File: config.mk
export PLATFORM = sky130hd
export DESIGN_NAME = mem_lsu_stage
export DESIGN_NICKNAME = d
export VERILOG_FILES = /design/src/rtl/mem_lsu_stage.sv
export SDC_FILE = /design/constraint.sdc
export NUM_CORES = 1
export LEC_CHECK = 0
export BUFFER_PORTS_ARGS = -buffer_cell sky130_fd_sc_hd__buf_2
export CAP_MARGIN = 20
export CORE_MARGIN = 2
export CORE_UTILIZATION = 49
export CTS_CLUSTER_SIZE = 14
export DETAILED_ROUTE_END_ITERATION = 8
export GPL_TIMING_DRIVEN = 0
export HOLD_SLACK_MARGIN = 0.06
export MAX_ROUTING_LAYER = met4
export PLACE_DENSITY = 0.87
export SYNTH_ARGS = -nofsm -noshare
export SYNTH_HDL_FRONTEND = slang
export SYNTH_SLANG_ARGS = --single-unit
File: constraint.sdc
create_clock -name clk -period 2.6 [get_ports clk]
set_input_delay 0.52 -clock clk [delete_from_list [all_inputs] [get_ports clk]]
set_output_delay 0.52 -clock clk [all_outputs]
set_load 0.05 [all_outputs]
File: src/rtl/mem_lsu_stage.sv
// rtl/mem_lsu_stage.sv - MEM-stage load/store unit: lane-aligned data-port requests and load extension
//
// Converts a pipeline memory op into an aligned data-port request (address,
// byte enables, lane-shifted store data), stalls the pipeline until the port
// answers, and returns load data taken from the right byte lanes, sign- or
// zero-extended according to funct3.
//
// Parameters:
//   DATA_W  data-port and register width (32 or 64); LANES = DATA_W/8
//   ADDR_W  address width
//
// Ports:
//   clk, rst          clock; asynchronous active-low reset
//   req_valid         MEM stage holds a valid instruction
//   req_read/write    load / store (write wins if both set)
//   req_funct3        size/sign: B,H,W,D(64 only),BU,HU,WU(64 only)
//   req_addr          byte address
//   req_wdata         store data, LSB-justified
//   stall             hold upstream stages (combinational)
//   done              one-cycle pulse, access complete
//   rdata_out         extended load result, valid while done
//   misaligned        one-cycle pulse, access rejected
//   mem_read/write    data-port request strobes
//   mem_addr          lane-aligned address
//   mem_mbe           byte enables
//   mem_wdata         lane-shifted store data
//   mem_rdata         data-port read data, valid with mem_resp
//   mem_resp          data port completed the request
//
// Optional feature macro: MISALIGNED_SPLIT_EN
//   When defined, misaligned accesses are executed (split into two beats
//   when they cross a lane-word) and misaligned is tied 0.

module mem_lsu_stage #(
    parameter int DATA_W = 32,
    parameter int ADDR_W = 32
) (
    input  logic                  clk,
    input  logic                  rst,
    input  logic                  req_valid,
    input  logic                  req_read,
    input  logic                  req_write,
    input  logic [2:0]            req_funct3,
    input  logic [ADDR_W-1:0]     req_addr,
    input  logic [DATA_W-1:0]     req_wdata,
    output logic                  stall,
    output logic                  done,
    output logic [DATA_W-1:0]     rdata_out,
    output logic                  misaligned,
    output logic                  mem_read,
    output logic                  mem_write,
    output logic [ADDR_W-1:0]     mem_addr,
    output logic [DATA_W/8-1:0]   mem_mbe,
    output logic [DATA_W-1:0]     mem_wdata,
    input  logic [DATA_W-1:0]     mem_rdata,
    input  logic                  mem_resp
);

    localparam int         LANES   = DATA_W / 8;
    localparam int         OFF_W   = $clog2(LANES);
    localparam logic [3:0] LANES_N = 4'(LANES);

    typedef enum logic [1:0] {
        S_IDLE    = 2'd0,
        S_ACCESS  = 2'd1,
        S_DONE    = 2'd2
`ifdef MISALIGNED_SPLIT_EN
        ,
        S_ACCESS2 = 2'd3
`endif
    } state_t;

    state_t r_state;
    state_t w_next;

    // Registered outputs
    logic                  r_mem_read;
    logic                  r_mem_write;
    logic [ADDR_W-1:0]     r_mem_addr;
    logic [LANES-1:0]      r_mem_mbe;
    logic [DATA_W-1:0]     r_mem_wdata;
    logic [DATA_W-1:0]     r_rdata_out;
    logic                  r_done;
    logic                  r_misaligned;

    // Latched request attributes used when the response arrives
    logic [2:0]            r_funct3;
    logic [OFF_W-1:0]      r_off;

    // Request decode
    logic                  w_op;
    logic                  w_supported;
    logic                  w_accept;
    logic                  w_reject;
    logic                  w_stall;
    logic [OFF_W-1:0]      w_off;
    logic [3:0]            w_size;
    logic [LANES-1:0]      w_size_mask;
    logic [LANES-1:0]      w_mbe1;
    logic [DATA_W-1:0]     w_wdata1;
    logic [ADDR_W-1:0]     w_addr_aligned;
    logic [DATA_W-1:0]     w_rdata_shifted;

    // Keep the low 8<<f3[1:0] bits of v, fill the rest with the sign bit
    // (signed loads) or zeros (funct3[2]=1).
    function automatic logic [DATA_W-1:0] f_extend(input logic [DATA_W-1:0] v,
                                                   input logic [2:0]        f3);
        logic [DATA_W-1:0] keep;
        logic              sgn;
        int                nbits;
        nbits = 8 << f3[1:0];
        if (nbits > DATA_W) begin
            nbits = DATA_W;
        end
        keep = ~({DATA_W{1'b1}} << nbits);
        sgn  = ~f3[2] & (|(v & ({{(DATA_W-1){1'b0}}, 1'b1} << (nbits - 1))));
        return (v & keep) | ({DATA_W{sgn}} & ~keep);
    endfunction

    assign w_op           = req_valid & (req_read | req_write);
    assign w_off          = req_addr[OFF_W-1:0];
    assign w_size         = 4'd1 << req_funct3[1:0];
    // Sizes wider than the port are unsupported; an unsigned load of the
    // full port width (WU on 32, DU on 64) has no meaning either.
    assign w_supported    = (w_size <= LANES_N) && !(req_funct3[2] && (w_size == LANES_N));
    assign w_size_mask    = ~({LANES{1'b1}} << w_size);
    assign w_mbe1         = w_size_mask << w_off;
    assign w_wdata1       = req_wdata << {w_off, 3'b000};
    assign w_addr_aligned = {req_addr[ADDR_W-1:OFF_W], {OFF_W{1'b0}}};
    assign w_rdata_shifted = mem_rdata >> {r_off, 3'b000};

`ifdef MISALIGNED_SPLIT_EN
    // Second-beat request: the bytes that spill past the top lane.
    logic [OFF_W:0]        w_rem;
    logic [OFF_W:0]        w_rem_r;
    logic [LANES-1:0]      w_mbe2;
    logic [DATA_W-1:0]     w_wdata2;
    logic                  w_cross;
    logic                  r_cross;
    logic [ADDR_W-1:0]     r_addr2;
    logic [LANES-1:0]      r_mbe2;
    logic [DATA_W-1:0]     r_wdata2;
    logic [DATA_W-1:0]     r_lo;

    assign w_rem    = (OFF_W+1)'(LANES) - {1'b0, w_off};
    assign w_rem_r  = (OFF_W+1)'(LANES) - {1'b0, r_off};
    assign w_mbe2   = w_size_mask >> w_rem;
    assign w_wdata2 = req_wdata >> {w_rem, 3'b000};
    assign w_cross  = |w_mbe2;
    assign w_accept = w_op & w_supported;
    assign w_reject = 1'b0;
`else
    logic [OFF_W-1:0]      w_size_m1;
    logic                  w_aligned;

    // size==LANES truncates to 0, so its mask becomes all ones: offset must be 0.
    assign w_size_m1 = OFF_W'(w_size - 4'd1);
    assign w_aligned = (w_off & w_size_m1) == '0;
    assign w_accept  = w_op & w_supported & w_aligned;
    assign w_reject  = w_op & ~w_accept;
`endif

    // FSM state register
    always_ff @(posedge clk or negedge rst) begin
        if (!rst) begin
            r_state <= S_IDLE;
        end else begin
            r_state <= w_next;
        end
    end

    // FSM next state and stall
    always_comb begin
        w_next  = r_state;
        w_stall = 1'b0;
        case (r_state)
            S_IDLE: begin
                w_stall = w_accept;
                if (w_accept) begin
                    w_next = S_ACCESS;
                end
            end
            S_ACCESS: begin
                w_stall = 1'b1;
                if (mem_resp) begin
`ifdef MISALIGNED_SPLIT_EN
                    w_next = r_cross ? S_ACCESS2 : S_DONE;
`else
                    w_next = S_DONE;
`endif
                end
            end
`ifdef MISALIGNED_SPLIT_EN
            S_ACCESS2: begin
                w_stall = 1'b1;
                if (mem_resp) begin
                    w_next = S_DONE;
                end
            end
`endif
            S_DONE: begin
                w_next = S_IDLE;
            end
            default: begin
                w_next = S_IDLE;
            end
        endcase
    end

    // Datapath and registered outputs
    always_ff @(posedge clk or negedge rst) begin
        if (!rst) begin
            r_mem_read   <= 1'b0;
            r_mem_write  <= 1'b0;
            r_mem_addr   <= '0;
            r_mem_mbe    <= '0;
            r_mem_wdata  <= '0;
            r_rdata_out  <= '0;
            r_done       <= 1'b0;
            r_misaligned <= 1'b0;
            r_funct3     <= '0;
            r_off        <= '0;
`ifdef MISALIGNED_SPLIT_EN
            r_cross      <= 1'b0;
            r_addr2      <= '0;
            r_mbe2       <= '0;
            r_wdata2     <= '0;
            r_lo         <= '0;
`endif
        end else begin
            r_done       <= 1'b0;
            r_misaligned <= 1'b0;
            case (r_state)
                S_IDLE: begin
                    if (w_accept) begin
                        r_mem_read  <= ~req_write;
                        r_mem_write <= req_write;
                        r_mem_addr  <= w_addr_aligned;
                        r_mem_mbe   <= w_mbe1;
                        r_mem_wdata <= w_wdata1;
                        r_funct3    <= req_funct3;
                        r_off       <= w_off;
`ifdef MISALIGNED_SPLIT_EN
                        r_cross     <= w_cross;
                        r_addr2     <= w_addr_aligned + ADDR_W'(LANES);
                        r_mbe2      <= w_mbe2;
                        r_wdata2    <= w_wdata2;
`endif
                    end else if (w_reject) begin
                        r_misaligned <= 1'b1;
                    end
                end
                S_ACCESS: begin
                    if (mem_resp) begin
`ifdef MISALIGNED_SPLIT_EN
                        if (r_cross) begin
                            // Keep the strobe high and retarget to the next lane-word.
                            r_lo        <= w_rdata_shifted;
                            r_mem_addr  <= r_addr2;
                            r_mem_mbe   <= r_mbe2;
                            r_mem_wdata <= r_wdata2;
                        end else
`endif
                        begin
                            r_mem_read  <= 1'b0;
                            r_mem_write <= 1'b0;
                            r_done      <= 1'b1;
                            r_rdata_out <= r_mem_write ? '0 : f_extend(w_rdata_shifted, r_funct3);
                        end
                    end
                end
`ifdef MISALIGNED_SPLIT_EN
                S_ACCESS2: begin
                    if (mem_resp) begin
                        r_mem_read  <= 1'b0;
                        r_mem_write <= 1'b0;
                        r_done      <= 1'b1;
                        // Low bytes came from beat 1, the rest from the bottom of beat 2.
                        r_rdata_out <= r_mem_write ? '0 :
                                       f_extend(r_lo | (mem_rdata << {w_rem_r, 3'b000}), r_funct3);
                    end
                end
`endif
                default: begin
                end
            endcase
        end
    end

    assign stall      = w_stall;
    assign done       = r_done;
    assign rdata_out  = r_rdata_out;
    assign misaligned = r_misaligned;
    assign mem_read   = r_mem_read;
    assign mem_write  = r_mem_write;
    assign mem_addr   = r_mem_addr;
    assign mem_mbe    = r_mem_mbe;
    assign mem_wdata  = r_mem_wdata;

endmodule
==> Yosys cells after proc, flatten, opt, wreduce, memory -nomap -nowiden <==
Index checks and enable logic that the tools add are counted.
{ "totals": {"register_bits": 109, "latchBits": 0, "ramBits": 0, "romBits": 0, "input_bits": 105, "out_inout_bits": 105, "memories": 0} }
{ "op_classes": {"addsub": 2, "multipliers": 0, "n_div": 0, "order_cmp": 2, "eq_ne": 4, "shift": 8, "muxes": 18, "bitwise_logic": 17, "reduce_logical": 11} }
{ "op_table": {"columns": ["op", "n"], "rows": [
  ["$mux W32", 4],
  ["$and A32 B32 Y32", 3],
  ["$not A32 Y32", 2],
  ["$gt A32 B7 Y1 const B", 1],
  ["$or A32 B32 Y32", 1],
  ["$reduce_or A32 Y1", 1],
  ["$shl A1 B32 Y32 const A", 1],
  ["$shl A32 B32 Y32 const A", 1],
  ["$shl A32 B5 Y32", 1],
  ["$shl A4 B2 Y32 const A", 1],
  ["$shr A32 B5 Y32", 1],
  ["$sub A32 B2 Y32 const B", 1],
  ["$mux W1", 8],
  ["$pmux W1 S2", 3],
  ["$reduce_and A2 Y1", 3],
  ["$and A1 B1 Y1", 5],
  ["$eq A4 B3 Y1 const B", 1],
  ["$le A4 B3 Y1 const B", 1],
  ["$logic_not A2 Y1", 2],
  ["$mux W2", 2],
  ["$ne A2 B2 Y1 const B", 2],
  ["$not A4 Y4", 1],
  ["$pmux W2 S2", 1],
  ["$shl A1 B2 Y4 const A", 1],
  ["other kinds (11)", 14]
]} }

==> Depth between registers and ports, before layout <==
Gate-level depths: netlist of the first run.
{ "logic_depth": {"ltp_word": 13, "mapped_depth": 7, "ltp_nobuf": 6} }

==> Least setup slack after synthesis of the first run <==
OpenSTA, ideal clock, no wires.
{ "synth_path": {"path_kind": "register to register", "from": "register r_funct3[1]", "to": "register r_rdata_out[16] (netlist: rdata_out[16])", "setup_ns": 0.126, "arrival_time_ns": 2.178, "slack_ns": 0.296, "stages_incl_launch_ff": 8, "n_path_buf": 1, "path_cell_list": "dfrtp_1 -> clkbuf_1 -> or2_2 -> ha_1 -> nor4_1 -> a222oi_1 -> o32ai_2 -> a221o_1"} }
{ "synth_between": {"elab_chain_len": 13, "word_cells_on_any_way": 17, "classes_between": "1 x add/sub; 1 x order compare; 3 x shift; 4 x mux; 7 x bitwise; 1 x reduce/logical"} }
{ "synth_rtl": {"columns": ["item", "line", "source"], "rows": [
  ["from (decl)", "87", "logic [2:0] r_funct3;"],
  ["from (signal assigned)", "241", "r_funct3 <= req_funct3;"],
  ["$shl A4 B2 Y32 *", "111", "nbits = 8 << f3[1:0];"],
  ["$gt A32 B7 Y1", "112", "if (nbits > DATA_W) begin"],
  ["$mux W32 *", "112", null],
  ["$mux W32 *", "254", "if (mem_resp) begin"],
  ["$mux W32 *", "233", "case (r_state)"],
  ["$sub A32 B2 Y32", "116", "sgn = ~f3[2] & (|(v & ({{(DATA_W-1){1'b0}}, 1'b1} << (nbits - 1))));"],
  ["$shl A1 B32 Y32", "116", null],
  ["$and A32 B32 Y32", "116", null],
  ["$reduce_or A32 Y1", "116", null],
  ["$and A1 B1 Y1", "116", null],
  ["$and A32 B32 Y32", "117", "return (v & keep) | ({DATA_W{sgn}} & ~keep);"],
  ["$or A32 B32 Y32 *", "117", null],
  ["$mux W32 *", "268", "r_rdata_out <= r_mem_write ? '0 : f_extend(w_rdata_shifted, r_funct3);"],
  ["to (signal assigned)", "268", null],
  ["to (decl)", "82", "logic [DATA_W-1:0] r_rdata_out;"]
]} }
Every way passes the cells marked *; elsewhere a longest branch is shown, timed or not. The select of a mux whose other input is x is not followed.
A chain may end at the register's enable or synchronous reset.

==> Final worst setup path of the first run <==
{ "layout_path": {"from": "register r_funct3[1]", "to": "register r_rdata_out[19] (netlist: rdata_out[19])"} }
Same word-level chain as after synthesis.

==> results of run 1 <==
==> state kept, by name, summed over array words and instances (netlist names) <==
| name | flops |
|---|---|
| done | 1 |
| mem_addr | 30 |
| mem_mbe | 4 |
| mem_read | 1 |
| mem_wdata | 32 |
| mem_write | 1 |
| misaligned | 1 |
| r_funct3 | 3 |
| r_off | 2 |
| r_state | 2 |
| rdata_out | 32 |
==> kinds of logic after synthesis <==
family | share of synthesized area, %
adders and majority gates | 0.475
buffers and inverters | 3.90
DFF | 51.8
and+or+nand+nor | 8.68
other | 0.0712
AOI/OAI and AO/OA | 10.0
muxes | 25.0
==> final cells by class <==
class	count	share of cell area, %
buffer	31	2.11
clock buffer	11	2.26
clock inverter	5	0.504
inverter	17	0.951
multi-input combinational	285	34.8
sequential	109	40.7
tap	136	2.54
timing repair buffer	211	16.2
==> per-stage QoR <==
step           instances  instance area, um2  total power, mW  util [%]
2_1_floorplan        442                5270             5.67         -
3_3_place_gp         785                6470             6.62      62.4
3_5_place_dp         787                6510             6.73      62.8
4_1_cts              804                6700             7.71      64.6
5_1_grt              805                6710             8.02      64.7
6_report             805                6710             7.67      64.7
==> layer usage <==
layer,wire [um],up-vias,track usage (%)
met4,301,0,8.15
met1,5910,2218,32.9
li1,-,2047,-
met5,0,-,-
met3,1030,27,4.60
met2,7250,241,42.7
==> how the worst min path moves through the flow <==
stage,startpoint,to,slack [ns]
finish,rst,mem_wdata[7],0.20
global route,rst,mem_addr[2],0.24
CTS,rst,mem_wdata[12],0.20
detailed placement,rdata_out[24],rdata_out[24],0.49
global placement,rdata_out[30],rdata_out[30],0.48
floorplan,rst,done,0.22
==> power by group through the flow <==
stage	clock network, mW	logic (mW)	registers (mW)
2_1_floorplan	0	1.08	4.59
3_3_place_gp	0	4.03	2.59
3_5_place_dp	0	4.10	2.64
4_1_cts	0.996	4.11	2.60
5_1_grt	1.06	4.29	2.67
6_report	0.965	4.10	2.60
==> cell usage in the layout, fill, tap and decap left out, drive strengths merged, types with 2 or more instances in the layout <==
cell type,count
a221o,16
conb,2
nor3b,3
mux2,71
ha,2
o21ai,25
inv,17
a22oi,8
clkinv,3
nand2b,3
a21oi,10
buf,226
mux4,7
dfrtp,109
mux2i,36
nor2b,11
nand3,16
nor4b,3
nor4,2
clkinvlp,2
or2,2
clkbuf,27
nor3,3
nand2,34
a211oi,8
nor2,12
==> repair_timing <==
action,4_1_cts,5_1_grt
setup buffers,1,0
endpoints found under the setup margin,8,8
gates resized for setup,0,1
pin swaps,1,0
==> flow_summary.rst, run 1 <==
.. list-table::
   :header-rows: 1

   * - Metric
     - Value
   * - Stage delay of the slowest cell on the critical path
     - about 0.38 ns
   * - Count of warnings emitted by yosys
     - 0
   * - Count of final hold-check violations
     - 0
   * - Die Area
     - 0.0116 mm2
   * - Die H
     - about 110 um
   * - Mapped cell area
     - approximately 0.0053 mm2
   * - Synth cell types
     - 38
   * - Root cell of the clock tree
     - sky130_fd_sc_hd__clkbuf_8
   * - Share of power burned in the clock network
     - between 10% and 20%
   * - Most used flip-flop cell after synthesis
     - sky130_fd_sc_hd__dfrtp_1
   * - WP data arrival
     - about 2.7 ns
   * - Top cell type by total area after synthesis
     - sky130_fd_sc_hd__dfrtp_1
   * - Number of buffer cells added on primary ports
     - 207
   * - Area share of the largest cell type after synthesis
     - 51.8%
   * - Setup TNS
     - 0 ns
   * - CTS H-Tree Depth
     - 3
   * - Reg2Reg Depth
     - 8
   * - CP Launch Point
     - r_funct3[1]
   * - Per-cell via count in the routed design
     - about 5.6
   * - Setup violators final
     - 0
   * - Reg-to-Reg Start
     - r_funct3[1]
   * - Max Cap Viol
     - 0
   * - Cell with the most instances after synthesis
     - sky130_fd_sc_hd__dfrtp_1
   * - Syn_area_per_cell
     - approximately 12 um2
   * - Antenna violations before repair
     - 0
   * - Clock Skew
     - approximately 0.012 ns
   * - Net count reported at finish
     - between 700 and 800
   * - All-layer global routing usage
     - 25.9%
   * - Iteration-0 DRC Markers
     - between 200 and 250
   * - Setup slack after layout
     - approximately 0.19 ns
   * - Sequential element share of the synthesized area
     - between 50 and 60%
   * - First-pass GRT wire length
     - about 23000 um
   * - Switching part of the total
     - 50.1%
   * - Max frequency
     - 414 MHz
   * - Worst setup slack before clock tree synthesis
     - -0.103 ns
   * - Status
     - completed
   * - Initial standard-cell utilization of the core
     - about half
   * - Slew Limit Headroom
     - between 30% and 40%
   * - # hold bufs at CTS
     - 0
   * - Internal Power
     - 3.82 mW
   * - Kind of end point of the critical path
     - flip-flop
   * - Number of rows in the core area
     - 37
   * - Final number of max-transition violations
     - 0
   * - RSZ-0062 raised after global routing
     - no
   * - Max stage delay cell, worst path
     - sky130_fd_sc_hd__dfrtp_1
   * - Weighted congestion at the end of routability-driven global placement
     - around 0.91
   * - Share of flip-flops with an asynchronous set or reset
     - 100%
   * - Final critical delay including setup and external delays
     - 2.41 ns
   * - Reg-to-reg slack, setup
     - about 0.19 ns
   * - Via count of the first global-routing pass
     - 4521
   * - Post-synthesis sequential element count
     - around 110
   * - Final Cycle Share
     - between 90 and 100%
   * - Sequential cell fraction of total power
     - 34.0%
   * - Proportion of layout cells with a drive suffix above 1
     - between 40% and 50%
   * - Io pins
     - 210
   * - Reg clk slew, reported paths
     - ~0.1 ns
   * - Crit path required time
     - roughly 2.9 ns
   * - Crit path kind
     - reg2reg
   * - Gate power share
     - a little over half
   * - Buffers plus inverters on the worst setup path
     - 2
   * - Biggest fanout along the worst timing path
     - 10
   * - Slew at the pin with the worst max-slew slack
     - 1.03 ns
   * - Post-detailed-placement half-perimeter wirelength
     - 11100 um
   * - Via count
     - 4533
   * - Maximum resistive drop on vdd
     - between 0.6 and 0.7 mV
   * - Critical Path Stages
     - 8
   * - Post-synth EDFFs
     - 0
   * - Type of element launching the critical path
     - flip-flop
   * - Clock buffer depth
     - 2
   * - Worst slack on hold paths
     - about 0.2 ns
   * - Power spent charging and discharging nets
     - ~3.8 mW
   * - Fillcell total
     - 830
   * - Power density over the cells
     - 1140 mW/mm2
   * - Router iterations before antenna repair
     - 6
   * - Core box area
     - between 0.01 and 0.015 mm2
   * - CP top delay family
     - compound AO/OA/AOI/OAI gates
   * - Total routed wirelength
     - 14500 um
   * - TritonCTS clock tree
     - built
   * - TritonCTS sink count
     - 109
   * - Register area
     - around 0.0027 mm2
   * - Sequence of cells on the critical path
     - clkbuf_1, or2_2, ha_1, nor4_1, a222oi_1, buf_4, o32ai_2, a221o_1
   * - WL/cell
     - 18.0 um
   * - Worst reg2reg path endpoint
     - rdata_out[19]
   * - Min-delay worst type
     - in2async
   * - Die Wd
     - 108 um
   * - Area used by multi-input combinational logic
     - between 0.002 and 0.0025 mm2
   * - Leakage power total
     - 3.35 nW
   * - Maximum number of pins on one net before global-route repair
     - 60
   * - Top post-synthesis cells by count
     - sky130_fd_sc_hd__dfrtp_1, sky130_fd_sc_hd__mux2_2, sky130_fd_sc_hd__mux2i_1, sky130_fd_sc_hd__nand2_1, sky130_fd_sc_hd__o21ai_0
   * - Clock insertion delay at the later pin of the skew report
     - between 0.3 and 0.4 ns
   * - Overflow left after global routing
     - 0
   * - Area contributors post-synth
     - sky130_fd_sc_hd__dfrtp_1, sky130_fd_sc_hd__mux2_2, sky130_fd_sc_hd__mux2i_1, sky130_fd_sc_hd__a221o_1, sky130_fd_sc_hd__mux4_2
   * - Post-route antenna net violation count
     - 0
   * - Synth Instances
     - approximately 440
   * - Number of antenna diodes
     - 0
   * - DRC violation count after routing
     - 0
   * - CP endpoint
     - rdata_out[19]
   * - Area growth from synthesis to layout
     - 27.5%
   * - TritonCTS buffer count
     - 9
No activity file was read; power rests on OpenSTA's default activity.
==> run 2, diff against run 1 <==
ABC_AREA = 1   (was default)
PLACE_DENSITY = 0.86   (was 0.87)
==> run 2 against run 1 <==
Net effect: via count up 23%; total power decreased by 2.8%; critical endpoint is now stall; register-to-register slack gained 0.19 ns; combinational power fell by 4%; count of clock-buffer cells in the layout is 1 lower; clock power rose by 5%; worst setup slack got worse by 0.061 ns; final cell count increased by 37%; wire length is 10% higher; clock skew fell by 0.0031 ns; utilization down 1.0 points.
==> flow_summary.rst, run 2 <==
.. list-table::
   :header-rows: 1

   * - Metric
     - Value
   * - Number of rows in the core area
     - 38 (+2.7%)
   * - WL/cell
     - 14.5 um (-19%)
   * - Post-route antenna net violation count
     - 0 (unchanged)
   * - Crit path required time
     - 2.08 ns (-0.82 ns)
   * - Type of element launching the critical path
     - flip-flop
   * - TritonCTS clock tree
     - built
   * - Clock buffer depth
     - 2 (unchanged)
   * - Count of cells resized by post-cts repair
     - 0 (unchanged)
   * - Mapped cell area
     - 0.00550 mm2 (+4.4%)
   * - Post-detailed-placement half-perimeter wirelength
     - 12300 um (+11%)
   * - Total routed wirelength
     - 16000 um (+10%)
   * - Worst slack on hold paths
     - 0.0963 ns (-0.0987 ns)
   * - Maximum resistive drop on vdd
     - 0.784 mV (+13%)
   * - # hold bufs at CTS
     - 0 (unchanged)
   * - Via count of the first global-routing pass
     - 5265 (+16%)
   * - Post-synthesis sequential element count
     - 109 (unchanged)
   * - Status
     - completed
   * - Stage delay of the slowest cell on the critical path
     - 0.39 ns (about the same)
   * - Reg clk slew, reported paths
     - 0.11 ns (about the same)
   * - Maximum number of pins on one net before global-route repair
     - 74 (+23%)
   * - Min-delay worst type
     - in2async
   * - Core box area
     - 0.0109 mm2 (+5.0%)
   * - Count of final hold-check violations
     - 0 (unchanged)
   * - Number of buffer cells added on primary ports
     - 206 (-0.48%)
   * - Crit path kind
     - reg2out
   * - Die Area
     - 0.0121 mm2 (+4.3%)
   * - Kind of end point of the critical path
     - primary output
   * - Slew at the pin with the worst max-slew slack
     - 0.569 ns (-0.457 ns)
   * - Max Cap Viol
     - 0 (unchanged)
   * - Count of warnings emitted by yosys
     - 0 (unchanged)
   * - Final critical delay including setup and external delays
     - 2.48 ns (+0.0613 ns)
   * - Power density over the cells
     - 1070 mW/mm2 (-6.0%)
   * - Area growth from synthesis to layout
     - 26.1%
   * - Top post-synthesis cells by count
     - sky130_fd_sc_hd__nand2_1, sky130_fd_sc_hd__dfrtp_1, sky130_fd_sc_hd__nor2_1, sky130_fd_sc_hd__o21ai_0, sky130_fd_sc_hd__inv_1
   * - Setup TNS
     - 0 ns (unchanged)
   * - Sequential element share of the synthesized area
     - 49.6% (-2.2 points)
   * - Sequence of cells on the critical path
     - nor2_1, inv_1, nor2_4, inv_2, buf_6, buf_6, nand2_1, buf_2
   * - Die H
     - 110 um (+2.1%)
   * - DRC violation count after routing
     - 0 (unchanged)
   * - Share of flip-flops with an asynchronous set or reset
     - 100% (unchanged)
   * - Leakage power total
     - 4.03 nW (+20%)
   * - Io pins
     - 210 (unchanged)
   * - Area share of the largest cell type after synthesis
     - 49.6% (-2.2 points)
   * - Utilization after layout
     - 63.7% (-1.0 points)
   * - Most frequent standard cell in the layout excluding fill and tap cells
     - sky130_fd_sc_hd__nand2_1
   * - Root cell of the clock tree
     - sky130_fd_sc_hd__clkbuf_8
   * - Iteration-0 DRC Markers
     - 351 (+49%)
   * - Via count
     - 5564 (+23%)
   * - Setup violators final
     - 0 (unchanged)
   * - Initial standard-cell utilization of the core
     - 50.5% (-0.27 points)
   * - Synth Instances
     - 736 (+67%)
   * - Top cell type by total area after synthesis
     - sky130_fd_sc_hd__dfrtp_1
   * - Area after DPL
     - 0.00674 mm2 (+3.5%)
   * - Area contributors post-synth
     - sky130_fd_sc_hd__dfrtp_1, sky130_fd_sc_hd__nand2_1, sky130_fd_sc_hd__o21ai_0, sky130_fd_sc_hd__nor2_1, sky130_fd_sc_hd__inv_1
   * - Cell with the most instances after synthesis
     - sky130_fd_sc_hd__nand2_1
   * - Most used flip-flop cell after synthesis
     - sky130_fd_sc_hd__dfrtp_1
   * - Post-synth EDFFs
     - 0 (unchanged)
   * - Summed area of non-filler cells in the final layout
     - 0.00693 mm2 (+3.3%)
   * - WP data arrival
     - 1.96 ns (-0.75 ns)
   * - Die Wd
     - 110 um (+2.1%)
   * - Number of antenna diodes
     - 0 (unchanged)
   * - CTS H-Tree Depth
     - 3 (unchanged)
   * - Weighted congestion at the end of routability-driven global placement
     - 0.945 (+3.7%)
   * - TritonCTS buffer count
     - 9 (unchanged)
   * - Antenna violations before repair
     - 0 (unchanged)
   * - Slew Limit Headroom
     - 62.1% (+31 points)
   * - CP most frequent cell
     - sky130_fd_sc_hd__buf_6
   * - All-layer global routing usage
     - 27.9% (+2.0 points)
   * - Per-cell via count in the routed design
     - 5.06 (-10%)
   * - Final Cycle Share
     - 95.2% (+2.4 points)
   * - Max stage delay cell, worst path
     - sky130_fd_sc_hd__dfrtp_1
   * - Biggest fanout along the worst timing path
     - 10 (unchanged)
   * - Syn_area_per_cell
     - 7.47 um2 (-37%)
   * - Proportion of layout cells with a drive suffix above 1
     - 27.7% (-21 points)
   * - Post-CTS Setup Repair Bufs
     - 0 (-1)
   * - Final number of max-transition violations
     - 0 (unchanged)
   * - Power Total
     - 7.45 mW (-2.8%)
   * - Clock Skew
     - 0.00837 ns (-0.00313 ns)
   * - Net count reported at finish
     - 1062 (+38%)
   * - Synth cell types
     - 29 (-24%)
   * - Max frequency
     - 404 MHz (-2.5%)
   * - Overflow left after global routing
     - 0 (unchanged)
   * - First-pass GRT wire length
     - 25100 um (+10%)
   * - RSZ-0062 raised after global routing
     - no
   * - Router iterations before antenna repair
     - 5 (-1)
   * - Clock insertion delay at the later pin of the skew report
     - 0.38 ns (+0.02 ns)
   * - Commonest non-fill, non-tap cells in the layout
     - sky130_fd_sc_hd__nand2_1, sky130_fd_sc_hd__buf_2, sky130_fd_sc_hd__dfrtp_1, sky130_fd_sc_hd__nor2_1, sky130_fd_sc_hd__o21ai_0
   * - TritonCTS sink count
     - 109 (unchanged)
==> run 2: cell types whose count changed in the layout (fill, tap and decap cells not counted), moves of 11 or more <==
cell	delta
sky130_fd_sc_hd__a221o_1	-16
sky130_fd_sc_hd__inv_1	+21
sky130_fd_sc_hd__mux2_2	-71
sky130_fd_sc_hd__mux2i_1	-29
sky130_fd_sc_hd__nand2_1	+305
sky130_fd_sc_hd__nor2_1	+45
sky130_fd_sc_hd__nor2b_1	-11
sky130_fd_sc_hd__o211ai_1	+15
sky130_fd_sc_hd__o21ai_0	+28
sky130_fd_sc_hd__o21ai_1	+11
==> run 2: metrics by stage <==
step | setup slack [ns] | cells
2_1_floorplan | 0.363 | 737
3_3_place_gp | -0.213 | 1083
3_5_place_dp | 0.0959 | 1084
4_1_cts | 0.0898 | 1100
5_1_grt | 0.0145 | 1100
6_report | 0.124 | 1100
==> run 2: cell type report <==
cell class	count	area, um2
Fill cell	1024	3960
Multi-Input combinational cell	541	2360
Buffer	44	245
Clock buffer	10	138
Sequential cell	109	2730
Tap cell	140	175
Clock inverter	6	56.3
Timing Repair Buffer	207	1060
Inverter	43	164
==> run 2: critical path, delay by kind of cell, from the launching register on <==
kind                   cells  cell delay [ns]
AND/OR/NAND/NOR            3             0.43
flip-flops                 1             0.39
buffers and inverters      5             0.75
==> run 2: report_power, final <==
group | internal, mW | leakage [nW] | switching, mW
clock | 0.392 | 0.0936 | 0.622
sequential | 2.22 | 1.39 | 0.287
combinational | 0.902 | 2.54 | 3.03
==> run 2: metal layers <==
metal	track usage [%]	routed length, um	up-vias
met5	-	0	-
met4	11.9	416	0
li1	-	-	2742
met3	4.92	1360	29
met1	36.3	6860	2527
met2	43.2	7350	266
==> run 2: worst paths after layout <==
path                                    start  slack (ns)  cells after the start             to
worst min register to register  mem_wdata[29]        0.48                      2  mem_wdata[29]
worst min-delay path                      rst         0.1                      1  rdata_out[21]
worst max-delay path               r_state[0]        0.12                      8          stall
min in group clk                     mem_resp        0.33                      2     r_state[0]
max in group asynchronous                 rst        1.79                      2   mem_addr[20]
worst max register to register    r_funct3[1]        0.38                     13  rdata_out[15]
==> run 2: kinds of logic after synthesis <==
family / count (synthesis) / share of synthesized area, %
fa+ha+maj: 2 / 0.455
buf+inv: 87 / 7.44
other cells: 1 / 0.0682
compound gates: 107 / 11.1
flops: 109 / 49.6
simple gates: 423 / 30.1
mux: 7 / 1.27
==> run 3, diff against run 2 <==
CORE_MARGIN = 1   (was 2)
clock period = 2.4 ns   (was 2.6 ns; I/O delays follow)
==> run 3 against run 2 <==
Net effect: utilization increased by 0.25 points; die area fell by 3.6%; clock power is 12% higher; global-route usage is 0.58 points higher; critical path type is now in2out; register-to-register slack got worse by 0.20 ns; total power up 8.8%; sequential share of layout area fell by 0.16 points; critical path depth up 1; combinational power grew 8.4%; design area increased by 0.40%.
==> flow_summary.rst, run 3 (synthesized netlist as in run 2, its figures left out) <==
.. list-table::
   :header-rows: 1

   * - Metric
     - Value
   * - Status
     - completed
   * - CP top delay family
     - buffers and inverters
   * - Max frequency
     - 437 MHz
   * - Clock insertion delay at the later pin of the skew report
     - 0.38 ns (about the same)
   * - TritonCTS sink count
     - 109 (unchanged)
   * - Number of rows in the core area
     - 38 (unchanged)
   * - Setup TNS
     - 0 ns (unchanged)
   * - Type of element launching the critical path
     - input port
   * - Crit path kind
     - in2out
   * - Count of final hold-check violations
     - 0 (unchanged)
   * - TritonCTS clock tree
     - built
   * - RSZ-0062 raised after global routing
     - yes
   * - TritonCTS buffer count
     - 9 (unchanged)
   * - Buffers plus inverters on the worst setup path
     - 5 (unchanged)
   * - CTS H-Tree Depth
     - 3 (unchanged)
   * - # hold bufs at CTS
     - 0 (unchanged)
   * - Setup violators final
     - 0 (unchanged)
   * - WL/cell
     - 14.5 um (-0.32%)
   * - Die H
     - 108 um (-1.8%)
   * - Worst slack on hold paths
     - 0.139 ns (+0.0428 ns)
   * - Number of antenna diodes
     - 0 (unchanged)
   * - Worst reg2reg path endpoint
     - rdata_out[9]
   * - Sequential cell fraction of total power
     - 33.5% (about the same)
   * - WP data arrival
     - 1.81 ns (-0.15 ns)
   * - All-layer global routing usage
     - 28.5% (+0.58 points)
   * - Reg-to-reg slack, setup
     - 0.18 ns (-0.20 ns)
   * - Clock Skew
     - 0.0147 ns (+0.00631 ns)
   * - Post-route antenna net violation count
     - 0 (unchanged)
   * - Slew Limit Headroom
     - 51.9% (-10 points)
   * - DRC violation count after routing
     - 0 (unchanged)
   * - Sequence of cells on the critical path
     - buf_2, o31ai_1, nand2_1, nor2_4, inv_2, buf_6, buf_6, nand2_1, buf_4
   * - Power spent charging and discharging nets
     - 4.28 mW (+8.8%)
   * - Proportion of layout cells with a drive suffix above 1
     - 28.0% (+0.25 points)
   * - Min-delay worst type
     - in2async
   * - Clock buffer depth
     - 2 (unchanged)
   * - Total routed wirelength
     - 16000 um (-0.14%)
   * - Weighted congestion at the end of routability-driven global placement
     - 0.953 (+0.87%)
   * - Number of buffer cells added on primary ports
     - 206 (unchanged)
   * - Reg2Reg Depth
     - 13 (unchanged)
   * - Area after DPL
     - 0.00674 mm2 (unchanged)
   * - Switching part of the total
     - 52.8% (about the same)
   * - Initial standard-cell utilization of the core
     - 50.5% (unchanged)
   * - Reg clk slew, reported paths
     - 0.11 ns (about the same)
   * - Power density over the cells
     - 1160 mW/mm2 (+8.4%)
   * - Via count of the first global-routing pass
     - 5111 (-2.9%)
   * - Net count reported at finish
     - 1064 (+0.19%)
   * - Final Cycle Share
     - 95.4%
   * - Kind of end point of the critical path
     - primary output
   * - Router iterations before antenna repair
     - 5 (unchanged)
   * - Iteration-0 DRC Markers
     - 446 (+27%)
   * - Final number of max-transition violations
     - 0 (unchanged)
   * - Final critical delay including setup and external delays
     - between 2 and 2.5 ns
   * - Gate power share
     - 52.5% (-0.2 points)
   * - Internal Power
     - 3.82 mW (+8.8%)
   * - CP Launch Point
     - req_funct3[0]
   * - Max stage delay cell, worst path
     - sky130_fd_sc_hd__o31ai_1
   * - Io pins
     - 210 (unchanged)
   * - Biggest fanout along the worst timing path
     - 10 (unchanged)
   * - Crit path required time
     - 1.92 ns (-0.16 ns)
   * - Slew at the pin with the worst max-slew slack
     - 0.721 ns (+0.153 ns)
   * - Utilization after layout
     - 63.9% (+0.25 points)
   * - Antenna violations before repair
     - 0 (unchanged)
   * - Reg-to-Reg Start
     - r_funct3[1]
   * - Stage delay of the slowest cell on the critical path
     - 0.25 ns (-0.14 ns)
   * - Via count
     - 5665 (+1.8%)
   * - Die Wd
     - 108 um (-1.8%)
   * - Area growth from synthesis to layout
     - 26.6%
   * - Per-cell via count in the routed design
     - 5.14 (+1.6%)
   * - Root cell of the clock tree
     - sky130_fd_sc_hd__clkbuf_8
   * - Summed area of non-filler cells in the final layout
     - 0.00696 mm2 (+0.40%)
   * - Max Cap Viol
     - 0 (unchanged)
   * - Maximum number of pins on one net before global-route repair
     - 57 (-23%)
   * - Share of power burned in the clock network
     - 13.9% (+0.3 points)
   * - Leakage power total
     - 4.04 nW (+0.42%)
   * - Commonest non-fill, non-tap cells in the layout
     - sky130_fd_sc_hd__nand2_1, sky130_fd_sc_hd__buf_2, sky130_fd_sc_hd__dfrtp_1, sky130_fd_sc_hd__nor2_1, sky130_fd_sc_hd__o21ai_0
   * - Core box area
     - 0.0109 mm2 (unchanged)
   * - Overflow left after global routing
     - 0 (unchanged)
   * - First-pass GRT wire length
     - 24800 um (-0.96%)
   * - Die Area
     - 0.0116 mm2 (-3.6%)
   * - Most frequent standard cell in the layout excluding fill and tap cells
     - sky130_fd_sc_hd__nand2_1
   * - Post-detailed-placement half-perimeter wirelength
     - 11900 um (-2.9%)
   * - Maximum resistive drop on vdd
     - 0.822 mV (+4.9%)
## run 3: cell types whose count changed in the layout (fill, tap and decap cells not counted), sizes merged
cell and delta:
buf +2, clkinvlp -1, inv +1
## run 3: worst register-to-register path, delay by kind of cell, from the launching register on
| family | cells | cell delay [ns] |
|---|---|---|
| AND/OR/NAND/NOR | 10 | 1.05 |
| flip-flops | 1 | 0.41 |
| buffers and inverters | 2 | 0.37 |
| adder cells (fa/ha/maj) | 1 | 0.33 |
## run 3: timing repair
action | 4_1_cts | 5_1_grt
setup endpoints to repair | 1 | 2
pin swaps | 0 | 2
setup buffers | 0 | 2
gates resized for setup | 1 | 2
## run 3: per-layer routing
layer | wire, um | GRT usage (%) | vias up
li1 | - | - | 2756
met1 | 6680 | 38.8 | 2545
met2 | 7330 | 43.6 | 333
met3 | 1560 | 3.81 | 31
met4 | 391 | 10.9 | 0
met5 | 0 | - | -
## run 3: through the flow
step | total power [mW] | cells | setup WS, ns
floorplan | 5.88 | 737 | 0.243
global placement | 6.90 | 1083 | -0.396
detailed placement | 6.98 | 1084 | 0.00239
CTS | 8.11 | 1100 | 0.00345
global route | 8.54 | 1102 | -0.00726
finish | 8.11 | 1102 | 0.110
## run 3: layout make-up
class                           count  area, um2
Buffer                             44        245
Sequential cell                   109       2730
Multi-Input combinational cell    541       2370
Timing Repair Buffer              209       1080
Clock buffer                       10        138
Clock inverter                      6       63.8
Tap cell                          140        175
Fill cell                         977       3930
Inverter                           43        164
## run 3: worst max-delay path by stage
stage                         end  slack [ns]  cells past startpoint
finish                      stall        0.11                      9
CTS                         stall       0.003                      8
global route        rdata_out[13]      -0.007                     13
floorplan                   stall        0.24                     10
detailed placement          stall       0.002                      9
global placement     mem_addr[24]       -0.40                      1
## run 3: power groups by stage
stage | clock network (mW) | registers, mW | logic (mW)
6_report | 1.13 | 2.72 | 4.26
5_1_grt | 1.21 | 2.77 | 4.55
4_1_cts | 1.14 | 2.71 | 4.25
3_5_place_dp | 0 | 2.74 | 4.24
3_3_place_gp | 0 | 2.73 | 4.17
2_1_floorplan | 0 | 4.67 | 1.20
